$ cat src/rtl/spi_rx_fifo.sv
// SPI slave receive path: synchronises SCK/MOSI/select, assembles WIDTH-bit
// words in any SPI mode and queues them in a first-word-fall-through FIFO.
module spi_rx_fifo #(
    parameter int WIDTH       = 16,
    parameter int DEPTH       = 4,
    parameter int SYNC_STAGES = 2,
    parameter bit CPOL        = 1'b0,
    parameter bit CPHA        = 1'b0,
    parameter bit MSB_FIRST   = 1'b1
) (
    input  logic                     clock,
    input  logic                     resetN,
    input  logic                     sck,
    input  logic                     mosi,
    input  logic                     slaveChipSelectN,
    input  logic                     rdEn,
    input  logic                     clearOverrun,
    output logic [WIDTH-1:0]         rdData,
    output logic                     valid,
    output logic [$clog2(DEPTH):0]   count,
    output logic                     interupt,
    output logic                     overrun,
    output logic                     frameError
);

    localparam int AW = $clog2(DEPTH);
    localparam int BW = $clog2(WIDTH);
    localparam logic [BW-1:0] LAST_BIT = BW'(WIDTH - 1);
    localparam logic [AW:0]   FULL_CNT = (AW + 1)'(DEPTH);

    typedef enum logic {IDLE, ACTIVE} state_t;

    logic [SYNC_STAGES-1:0] sck_sync_reg;
    logic [SYNC_STAGES-1:0] csn_sync_reg;
    logic [SYNC_STAGES-1:0] mosi_sync_reg;
    logic                   sck_prev_reg;

    state_t           state_reg, state_next;
    logic [WIDTH-1:0] shift_reg, shift_next, shift_in;
    logic [BW-1:0]    bit_cnt_reg, bit_cnt_next;
    logic             word_done;
    logic             frame_err_next;

    logic [WIDTH-1:0] mem [DEPTH];
    logic [AW-1:0]    wr_ptr_reg, rd_ptr_reg;
    logic [AW:0]      count_reg, count_next;
    logic             interupt_reg, overrun_reg, frame_error_reg;

    logic sck_s, csn_s, mosi_s;
    logic sck_rise, sck_fall, lead_edge, trail_edge, sample_edge;
    logic pop, push, full, overrun_set;

    always_ff @(posedge clock or negedge resetN) begin
        if (!resetN) begin
            sck_sync_reg  <= {SYNC_STAGES{CPOL}};
            csn_sync_reg  <= {SYNC_STAGES{1'b1}};
            mosi_sync_reg <= '0;
            sck_prev_reg  <= CPOL;
        end else begin
            sck_sync_reg  <= {sck_sync_reg[SYNC_STAGES-2:0], sck};
            csn_sync_reg  <= {csn_sync_reg[SYNC_STAGES-2:0], slaveChipSelectN};
            mosi_sync_reg <= {mosi_sync_reg[SYNC_STAGES-2:0], mosi};
            sck_prev_reg  <= sck_s;
        end
    end

    assign sck_s  = sck_sync_reg[SYNC_STAGES-1];
    assign csn_s  = csn_sync_reg[SYNC_STAGES-1];
    assign mosi_s = mosi_sync_reg[SYNC_STAGES-1];

    assign sck_rise    = sck_s & ~sck_prev_reg;
    assign sck_fall    = ~sck_s & sck_prev_reg;
    // Leading edge leaves the idle level; CPHA picks which of the two samples.
    assign lead_edge   = CPOL ? sck_fall : sck_rise;
    assign trail_edge  = CPOL ? sck_rise : sck_fall;
    assign sample_edge = CPHA ? trail_edge : lead_edge;

    assign shift_in = MSB_FIRST ? {shift_reg[WIDTH-2:0], mosi_s}
                                : {mosi_s, shift_reg[WIDTH-1:1]};

    always_ff @(posedge clock or negedge resetN) begin
        if (!resetN) begin
            state_reg       <= IDLE;
            shift_reg       <= '0;
            bit_cnt_reg     <= '0;
            interupt_reg    <= 1'b0;
            frame_error_reg <= 1'b0;
        end else begin
            state_reg       <= state_next;
            shift_reg       <= shift_next;
            bit_cnt_reg     <= bit_cnt_next;
            interupt_reg    <= word_done;
            frame_error_reg <= frame_err_next;
        end
    end

    always_comb begin
        state_next     = state_reg;
        shift_next     = shift_reg;
        bit_cnt_next   = bit_cnt_reg;
        word_done      = 1'b0;
        frame_err_next = 1'b0;
        case (state_reg)
            IDLE: begin
                bit_cnt_next = '0;
                if (!csn_s) state_next = ACTIVE;
            end
            ACTIVE: begin
                if (csn_s) begin
                    state_next     = IDLE;
                    bit_cnt_next   = '0;
                    shift_next     = '0;
                    frame_err_next = (bit_cnt_reg != '0);
                end else if (sample_edge) begin
                    shift_next = shift_in;
                    if (bit_cnt_reg == LAST_BIT) begin
                        bit_cnt_next = '0;
                        word_done    = 1'b1;
                    end else begin
                        bit_cnt_next = bit_cnt_reg + 1'b1;
                    end
                end
            end
            default: state_next = IDLE;
        endcase
    end

    // A pop frees the head slot in the same cycle, so a full FIFO can still
    // accept a completing word when it is being read.
    assign valid       = (count_reg != '0);
    assign full        = (count_reg == FULL_CNT);
    assign pop         = rdEn & valid;
    assign push        = word_done & (~full | pop);
    assign overrun_set = word_done & full & ~pop;

    always_comb begin
        count_next = count_reg;
        case ({push, pop})
            2'b10:   count_next = count_reg + 1'b1;
            2'b01:   count_next = count_reg - 1'b1;
            default: count_next = count_reg;
        endcase
    end

    always_ff @(posedge clock or negedge resetN) begin
        if (!resetN) begin
            wr_ptr_reg  <= '0;
            rd_ptr_reg  <= '0;
            count_reg   <= '0;
            overrun_reg <= 1'b0;
        end else begin
            if (push) wr_ptr_reg <= wr_ptr_reg + 1'b1;
            if (pop)  rd_ptr_reg <= rd_ptr_reg + 1'b1;
            count_reg <= count_next;
            if (overrun_set)
                overrun_reg <= 1'b1;
            else if (clearOverrun)
                overrun_reg <= 1'b0;
        end
    end

    always_ff @(posedge clock) begin
        if (push) mem[wr_ptr_reg] <= shift_in;
    end

    assign rdData     = valid ? mem[rd_ptr_reg] : '0;
    assign count      = count_reg;
    assign interupt   = interupt_reg;
    assign overrun    = overrun_reg;
    assign frameError = frame_error_reg;

endmodule

$ cat config.mk
export PLATFORM = sky130hd
export DESIGN_NAME = spi_rx_fifo
export DESIGN_NICKNAME = d
export VERILOG_FILES = /design/src/rtl/spi_rx_fifo.sv
export SDC_FILE = /design/constraint.sdc
export NUM_CORES = 1
export LEC_CHECK = 0
export BUFFER_PORTS_ARGS = -buffer_cell sky130_fd_sc_hd__clkbuf_2
export CAP_MARGIN = 20
export CORE_MARGIN = 2
export CORE_UTILIZATION = 30
export CTS_BUF_LIST = sky130_fd_sc_hd__clkbuf_16
export DETAILED_ROUTE_END_ITERATION = 8
export GPL_TIMING_DRIVEN = 0
export HOLD_SLACK_MARGIN = 0.15
export PLACE_DENSITY = 0.56
export SLEW_MARGIN = 20
export SYNTH_ARGS = -nofsm -noshare
export SYNTH_HDL_FRONTEND = slang
export SYNTH_SLANG_ARGS = --single-unit
$ cat constraint.sdc
create_clock -name clock -period 2.4 [get_ports clock]
set_input_delay 0.36 -clock clock [delete_from_list [all_inputs] [get_ports clock]]
set_output_delay 0.36 -clock clock [all_outputs]
set_load 0.05 [all_outputs]
==> run metrics, run 1 <==
antenna cell count 0; global-route wire length before repair roughly 11,000 um; required time at the worst-slack endpoint 2.04 ns; iteration count of the initial detailed-routing pass 4; worst vdd ir between 0.0004 and 0.0005 V; kind of end point of the critical path output port; total detailed-routing wirelength approximately 7100 um; global-route congestion overflow total 0; signal arrival time at the worst endpoint 1.94 ns; cells after synthesis 233; Final Instance Area approximately 4700 um^2; GRT Util Overall 0.105; Reg clk slew, reported paths roughly 0.07 ns; initial antenna violation count 0; fin nets 294; number of buffers on the longest clock path 2; Worst R2R Path Depth 9; Boundary Pins 30; area of the mapped netlist ~4000 um^2; number of slew-limit violations in the final report 0; area grow syn2layout 19.0%; count of placed standard cells in the final layout, fillers left out around 460; Port Buf Inserts 29; total of endpoints with negative setup slack in the final report 0; reg-to-reg endpoint count[2]; minimum setup slack among reg-to-reg paths around 0.11 ns; clock period minus final worst setup slack between 2 and 2.5 ns; cell row count 42; remaining routing DRC violations 0; Via density about 4.6; routability-driven placement congestion ratio 0.789; Worst Tran Pin Value slightly below 0.9 ns; upper clock frequency limit approximately 430 MHz; Yosys reg bits a little over 100; library cell with the largest summed area after synthesis sky130_fd_sc_hd__edfxtp_1; power density over cell area roughly 1100 nW/um^2; placeable core region about 13,000 um^2; top cell types by occurrence after synthesis 64 x sky130_fd_sc_hd__edfxtp_1, 35 x sky130_fd_sc_hd__dfrtp_1, 20 x sky130_fd_sc_hd__and2_1; library cell with the highest instance count after synthesis sky130_fd_sc_hd__edfxtp_1; maximum number of pins on one net before global-route repair 38; source of the worst register-to-register timing path count[1]; leakage power total 1.82 nW; number of flops mapped to enable cells by yosys 64; CTS H-tree lvls 3; total placed instance area between 4000 and 5000 um^2; Setup crit start kind flip-flop; via count of the first global-routing pass approximately 2,100; Max-cap violations 0; Area contributors post-synth sky130_fd_sc_hd__edfxtp_1 48%, sky130_fd_sc_hd__dfrtp_1 22%, sky130_fd_sc_hd__mux4_2 9.0%; number of library cell types mapped by synthesis 39; sum of net half-perimeters after detailed placement 4310 um; Hold Worst Slack about 0.14 ns; maximum fanout count along the critical path 10; flip-flop cell with the highest count after synthesis sky130_fd_sc_hd__edfxtp_1; initial standard-cell utilization of the core 0.304; total number of vias 2,098; number of clock sinks just over 100; share of the synthesized area in the top cell type 0.482; worst-skew pair later-pin latency about 0.34 ns; flip-flop count of the largest register, all copies and words added 64; fraction of the yosys area taken by sequential cells 0.715; crit path kind reg2out; CTS Buf Count 9; proportion of register bits with asynchronous set or reset after synthesis 0.366; die span in x roughly 120 um; clock root cell sky130_fd_sc_hd__clkbuf_16; average routed wire per standard cell between 15 and 20 um; number of nets with antenna violations after detailed routing 0; overall die area roughly 14,000 um^2; fraction of layout cells with a size suffix above 1 0.295; dpl cells around 440; worst setup skew after layout 0.00938 ns; run status finished, final reports clean; clock tree from TritonCTS yes; Final Hold Viols 0; Rel. slew slack 0.417; sum of internal, switching and leakage power around 0.0050 W; Die H 119 um; Avg Synthesized Cell Area 17.1 um^2; number of nets produced by synthesis roughly 250; Warnings, synthesis 0; final period utilization 0.958; number of DRC markers in iteration 0 99; Tightest Hold Check Type in2async
==> worst max path at each step <==
| stage | slack (ns) | endpoint | cells after the start | startpoint |
|---|---|---|---|---|
| floorplan | 0.06 | count[2] | 9 | count[2] |
| global placement | -0.04 | mem[3][9] | 5 | bit_cnt_reg[0] |
| detailed placement | -0.08 | count[2] | 9 | count[1] |
| CTS | 0.009 | rdData[11] | 4 | rd_ptr_reg[1] |
| global route | -0.0008 | count[2] | 9 | count[0] |
| finish | 0.1 | rdData[6] | 4 | rd_ptr_reg[1] |
==> layout make-up <==
type	count	area (um^2)
Fill cell	1277	8390
Sequential cell	101	2850
Multi-Input combinational cell	113	1050
Clock buffer	9	225
Tap cell	176	220
Timing Repair Buffer	37	213
Buffer	12	93.8
Clock inverter	7	66.3
Inverter	6	22.5
==> where the power goes <==
part	total (W)	leakage (nW)	switching (W)	internal (W)
combinational	0.00166	0.610	0.00108	0.000588
sequential	0.00197	1.07	0.0000790	0.00189
clock	0.00140	0.147	0.000672	0.000731
==> kinds of logic after synthesis <==
family / Yosys count / synth area share
adder cells (fa/ha/maj): 7 / 0.0238
buffers and inverters: 19 / 0.0235
AO/OA/AOI/OAI: 33 / 0.0618
multiplexers: 17 / 0.0932
flip-flops: 101 / 0.715
AND/OR/NAND/NOR: 51 / 0.0721
XOR/XNOR: 5 / 0.0110
==> metal layers <==
| layer | global-route usage | wire (um) |
|---|---|---|
| met5 | 0 | 0 |
| met4 | 0.0353 | 80 |
| met3 | 0.0330 | 256 |
| met2 | 0.167 | 3530 |
| met1 | 0.137 | 3250 |
==> stage by stage <==
| step | util | setup TNS, ns | setup slack, ns |
|---|---|---|---|
| after floorplan | - | 0 | 0.0564 |
| after global routing | 0.361 | -0.000813 | -0.000813 |
| after global placement | 0.332 | -2.16 | -0.0430 |
| after detailed placement | 0.332 | -3.20 | -0.0772 |
| final | 0.361 | 0 | 0.0997 |
| after CTS | 0.358 | 0 | 0.00880 |
==> critical path: stages (launching register included) <==
cell and delay, ns:
sky130_fd_sc_hd__dfrtp_1 0.58, sky130_fd_sc_hd__buf_4 0.29, sky130_fd_sc_hd__mux4_2 0.30, sky130_fd_sc_hd__and2_1 0.18, sky130_fd_sc_hd__clkbuf_2 0.23
==> cell usage in the layout, fill, tap and decap left out, types with 2 or more instances in the layout <==
cell type | synthesis | layout
sky130_fd_sc_hd__a21oi_1 | 7 | 7
sky130_fd_sc_hd__a22o_1 | 15 | 15
sky130_fd_sc_hd__and2_1 | 20 | 16
sky130_fd_sc_hd__and2_2 | 0 | 4
sky130_fd_sc_hd__buf_2 | 3 | 7
sky130_fd_sc_hd__buf_4 | 1 | 6
sky130_fd_sc_hd__buf_6 | 2 | 3
sky130_fd_sc_hd__clkbuf_1 | 7 | 4
sky130_fd_sc_hd__clkbuf_16 | 0 | 9
sky130_fd_sc_hd__clkbuf_2 | 0 | 24
sky130_fd_sc_hd__dfrtp_1 | 35 | 33
sky130_fd_sc_hd__dfrtp_2 | 0 | 2
sky130_fd_sc_hd__dfstp_2 | 2 | 2
sky130_fd_sc_hd__dlygate4sd3_1 | 0 | 3
sky130_fd_sc_hd__edfxtp_1 | 64 | 64
sky130_fd_sc_hd__ha_1 | 6 | 6
sky130_fd_sc_hd__inv_1 | 6 | 7
sky130_fd_sc_hd__inv_6 | 0 | 4
sky130_fd_sc_hd__mux4_2 | 16 | 16
sky130_fd_sc_hd__nand2_1 | 8 | 8
sky130_fd_sc_hd__nand2b_1 | 2 | 2
sky130_fd_sc_hd__nand3_1 | 2 | 2
sky130_fd_sc_hd__nor2_1 | 9 | 9
sky130_fd_sc_hd__o211ai_1 | 2 | 2
sky130_fd_sc_hd__o21ai_0 | 3 | 3
sky130_fd_sc_hd__xnor2_1 | 4 | 4
==> timing repair <==
item	CTS	global route
hold buffers	3	0
resized for setup	11	7
setup endpoints to repair	74	9
buffers inserted	0	5
hold endpoints to repair	3	0
Note: power is estimated with default switching activity, not from simulation.
==> run 2: changes to the inputs <==
--- a/config.mk
+++ b/config.mk
@@ -9,10 +9,10 @@
 export CAP_MARGIN = 20
 export CORE_MARGIN = 2
-export CORE_UTILIZATION = 30
+export CORE_UTILIZATION = 50
 export CTS_BUF_LIST = sky130_fd_sc_hd__clkbuf_16
 export DETAILED_ROUTE_END_ITERATION = 8
 export GPL_TIMING_DRIVEN = 0
 export HOLD_SLACK_MARGIN = 0.15
-export PLACE_DENSITY = 0.56
+export PLACE_DENSITY = 0.78
 export SLEW_MARGIN = 20
 export SYNTH_ARGS = -nofsm -noshare
==> constraint.sdc (replaced) <==
create_clock -name clock -period 2.4 [get_ports clock]
set_input_delay 0.48 -clock clock [delete_from_list [all_inputs] [get_ports clock]]
set_output_delay 0.48 -clock clock [all_outputs]
set_load 0.05 [all_outputs]
==> run 2 against run 1 <==
Against the previous run: worst hold slack improved by 0.080 ns; flip-flop and latch count unchanged; wire length decreased by 7.3%; fmax decreased by 1.7%; critical path depth increased by 1; sequential power about the same; core utilization increased by 24 points; die area decreased by 39%; first-iteration DRC count increased by 15%; register-to-register slack improved by 0.03 ns; setup slack got worse by 0.040 ns; combinational power increased by 2%; critical path type unchanged; critical endpoint is now rdData[13]; largest cell class unchanged; largest power group unchanged; highest routed layer unchanged.
==> run metrics, run 2 (synthesis gave the netlist of run 1 again) <==
logic gate share of total power 0.333; fraction of layout cells with a size suffix above 1 0.310; internal power between 0.003 and 0.004 W; flip-flop count of the largest register, all copies and words added 64; CTS H-tree lvls 3; flip-flop and latch area approximately 2900 um^2; part of the total power dissipated in the clock network 0.279; worst vdd ir approximately 0.00054 V; Worst Tran Pin Value 0.935 ns; leading cell type in the layout, fill and taps excluded sky130_fd_sc_hd__edfxtp_1; Worst R2R Path Depth 8; Rel. slew slack 0.377; initial antenna violation count 0; share of power burned in registers 0.389; count of placed standard cells in the final layout, fillers left out 383; layout filler cell count between 500 and 600; routability-driven placement congestion ratio around 0.73; source of the worst register-to-register timing path bit_cnt_reg[0]; placeable core region slightly below 8000 um^2; setup repair after global routing missed its margin false; kind of end point of the critical path output port; number of DRC markers in iteration 0 114; total of endpoints with negative setup slack in the final report 0; reg-to-reg endpoint count[1]; clock root cell sky130_fd_sc_hd__clkbuf_16; upper clock frequency limit between 400 and 500 MHz; power spent charging and discharging nets about 0.0018 W; remaining routing DRC violations 0; number of clock sinks a little over 100; total detailed-routing wirelength 6590 um; crit path kind reg2out; maximum fanout count along the critical path 9; power density over cell area 1100 nW/um^2; Setup crit start kind flip-flop; Die H between 90 and 100 um; number of slew-limit violations in the final report 0; initial standard-cell utilization of the core 0.516; hold_buf cts 0; Reg clk slew, reported paths about 0.070 ns; area grow syn2layout 16.7%; Port Buf Inserts 29; total number of vias 2,088; required time at the worst-slack endpoint about 1.9 ns; signal arrival time at the worst endpoint roughly 1.9 ns; sum of net half-perimeters after detailed placement roughly 4000 um; switching portion of total power 0.343; leakage power total between 1.5 and 2 nW; minimum setup slack among reg-to-reg paths about 0.14 ns; number of cells on the worst hold path 1; Boundary Pins 30; dpl cells about 360; CTS Buf Count 9; most frequent cells in the layout 64 x sky130_fd_sc_hd__edfxtp_1, 32 x sky130_fd_sc_hd__dfrtp_1, 20 x sky130_fd_sc_hd__clkbuf_2; average routed wire per standard cell 17.2 um; worst-skew pair later-pin latency roughly 0.34 ns; cell row count 32; Tightest Hold Check Type in2reg; worst setup skew after layout 0.00756 ns; area of the multi-input gates between 1000 and 1500 um^2; global-route wire length before repair 10,800 um; GRT Util Overall 0.170; post-layout util 0.602; clock period minus final worst setup slack about 2.3 ns; Max-cap violations 0; iteration count of the initial detailed-routing pass 4; number of buffers on the longest clock path 2; final period utilization 0.975; sum of internal, switching and leakage power slightly above 0.005 W; number of nets with antenna violations after detailed routing 0; global-route congestion overflow total 0; overall die area 8710 um^2; antenna cell count 0; maximum number of pins on one net before global-route repair 38; fin nets 290; clock tree from TritonCTS yes; Final Hold Viols 0; via count of the first global-routing pass between 2,000 and 2,500; hold wc startpoint slaveChipSelectN; die span in x ~93 um; run status finished, final reports clean; terminating pin of the worst hold path csn_sync_reg[0]; Via density between 5 and 6
run 2: stage by stage:
stage / hold slack (ns) / area [um^2] / TNS (ns) / worst slack, ns
6_report: 0.217 / 4660 / 0 / 0.0599
5_1_grt: 0.205 / 4660 / 0 / 0.000722
4_1_cts: 0.207 / 4630 / 0 / 0.00835
3_5_place_dp: 0.339 / 4270 / -5.28 / -0.102
3_3_place_gp: 0.332 / 4270 / 0 / 0.0202
2_1_floorplan: 0.184 / 3990 / 0 / 0.0564
run 2: how the worst max path moves through the flow:
stage / start / end / slack, ns / cells past startpoint
2_1_floorplan: count[2] / count[2] / 0.06 / 9
3_3_place_gp: bit_cnt_reg[0] / mem[2][5] / 0.02 / 5
3_5_place_dp: bit_cnt_reg[0] / mem[0][5] / -0.10 / 5
4_1_cts: rd_ptr_reg[1] / rdData[6] / 0.008 / 4
5_1_grt: rd_ptr_reg[0] / rdData[10] / 0.0007 / 5
6_report: rd_ptr_reg[0] / rdData[13] / 0.06 / 5
run 2: metal layers:
layer,global-route usage,vias up,share of wire
met5,0,-,0
met4,0.0772,0,0.021
met3,0.0371,11,0.042
met2,0.287,57,0.53
met1,0.212,1047,0.40
li1,-,973,-
run 2: final cells by class:
cell class	instances	share of cell area
clock buffer	9	0.0484
timing repair buffer	33	0.0408
tap	102	0.0274
multi-input combinational	113	0.228
inverter	6	0.00484
sequential	101	0.613
buffer	12	0.0215
clock inverter	7	0.0159
run 2: what timing repair did:
item / in CTS / in global routing
resized for setup: 17 / 19
buffers inserted: 3 / 1
endpoints found under the hold margin: 0 / 0
endpoints found under the setup margin: 81 / 11
run 2: worst max-delay path: stages (launching register included):
cell	delay, ns
sky130_fd_sc_hd__dfrtp_1	0.37
sky130_fd_sc_hd__buf_8	0.14
sky130_fd_sc_hd__buf_12	0.14
sky130_fd_sc_hd__mux4_2	0.48
sky130_fd_sc_hd__and2_1	0.18
sky130_fd_sc_hd__clkbuf_4	0.21
run 2: power by group through the flow:
stage | Combinational [W] | Sequential (W) | Clock (W)
detailed placement | 0.00158 | 0.00198 | 0
global placement | 0.00156 | 0.00198 | 0
finish | 0.00170 | 0.00198 | 0.00142
global route | 0.00180 | 0.00199 | 0.00152
CTS | 0.00166 | 0.00198 | 0.00144
floorplan | 0.00118 | 0.00204 | 0
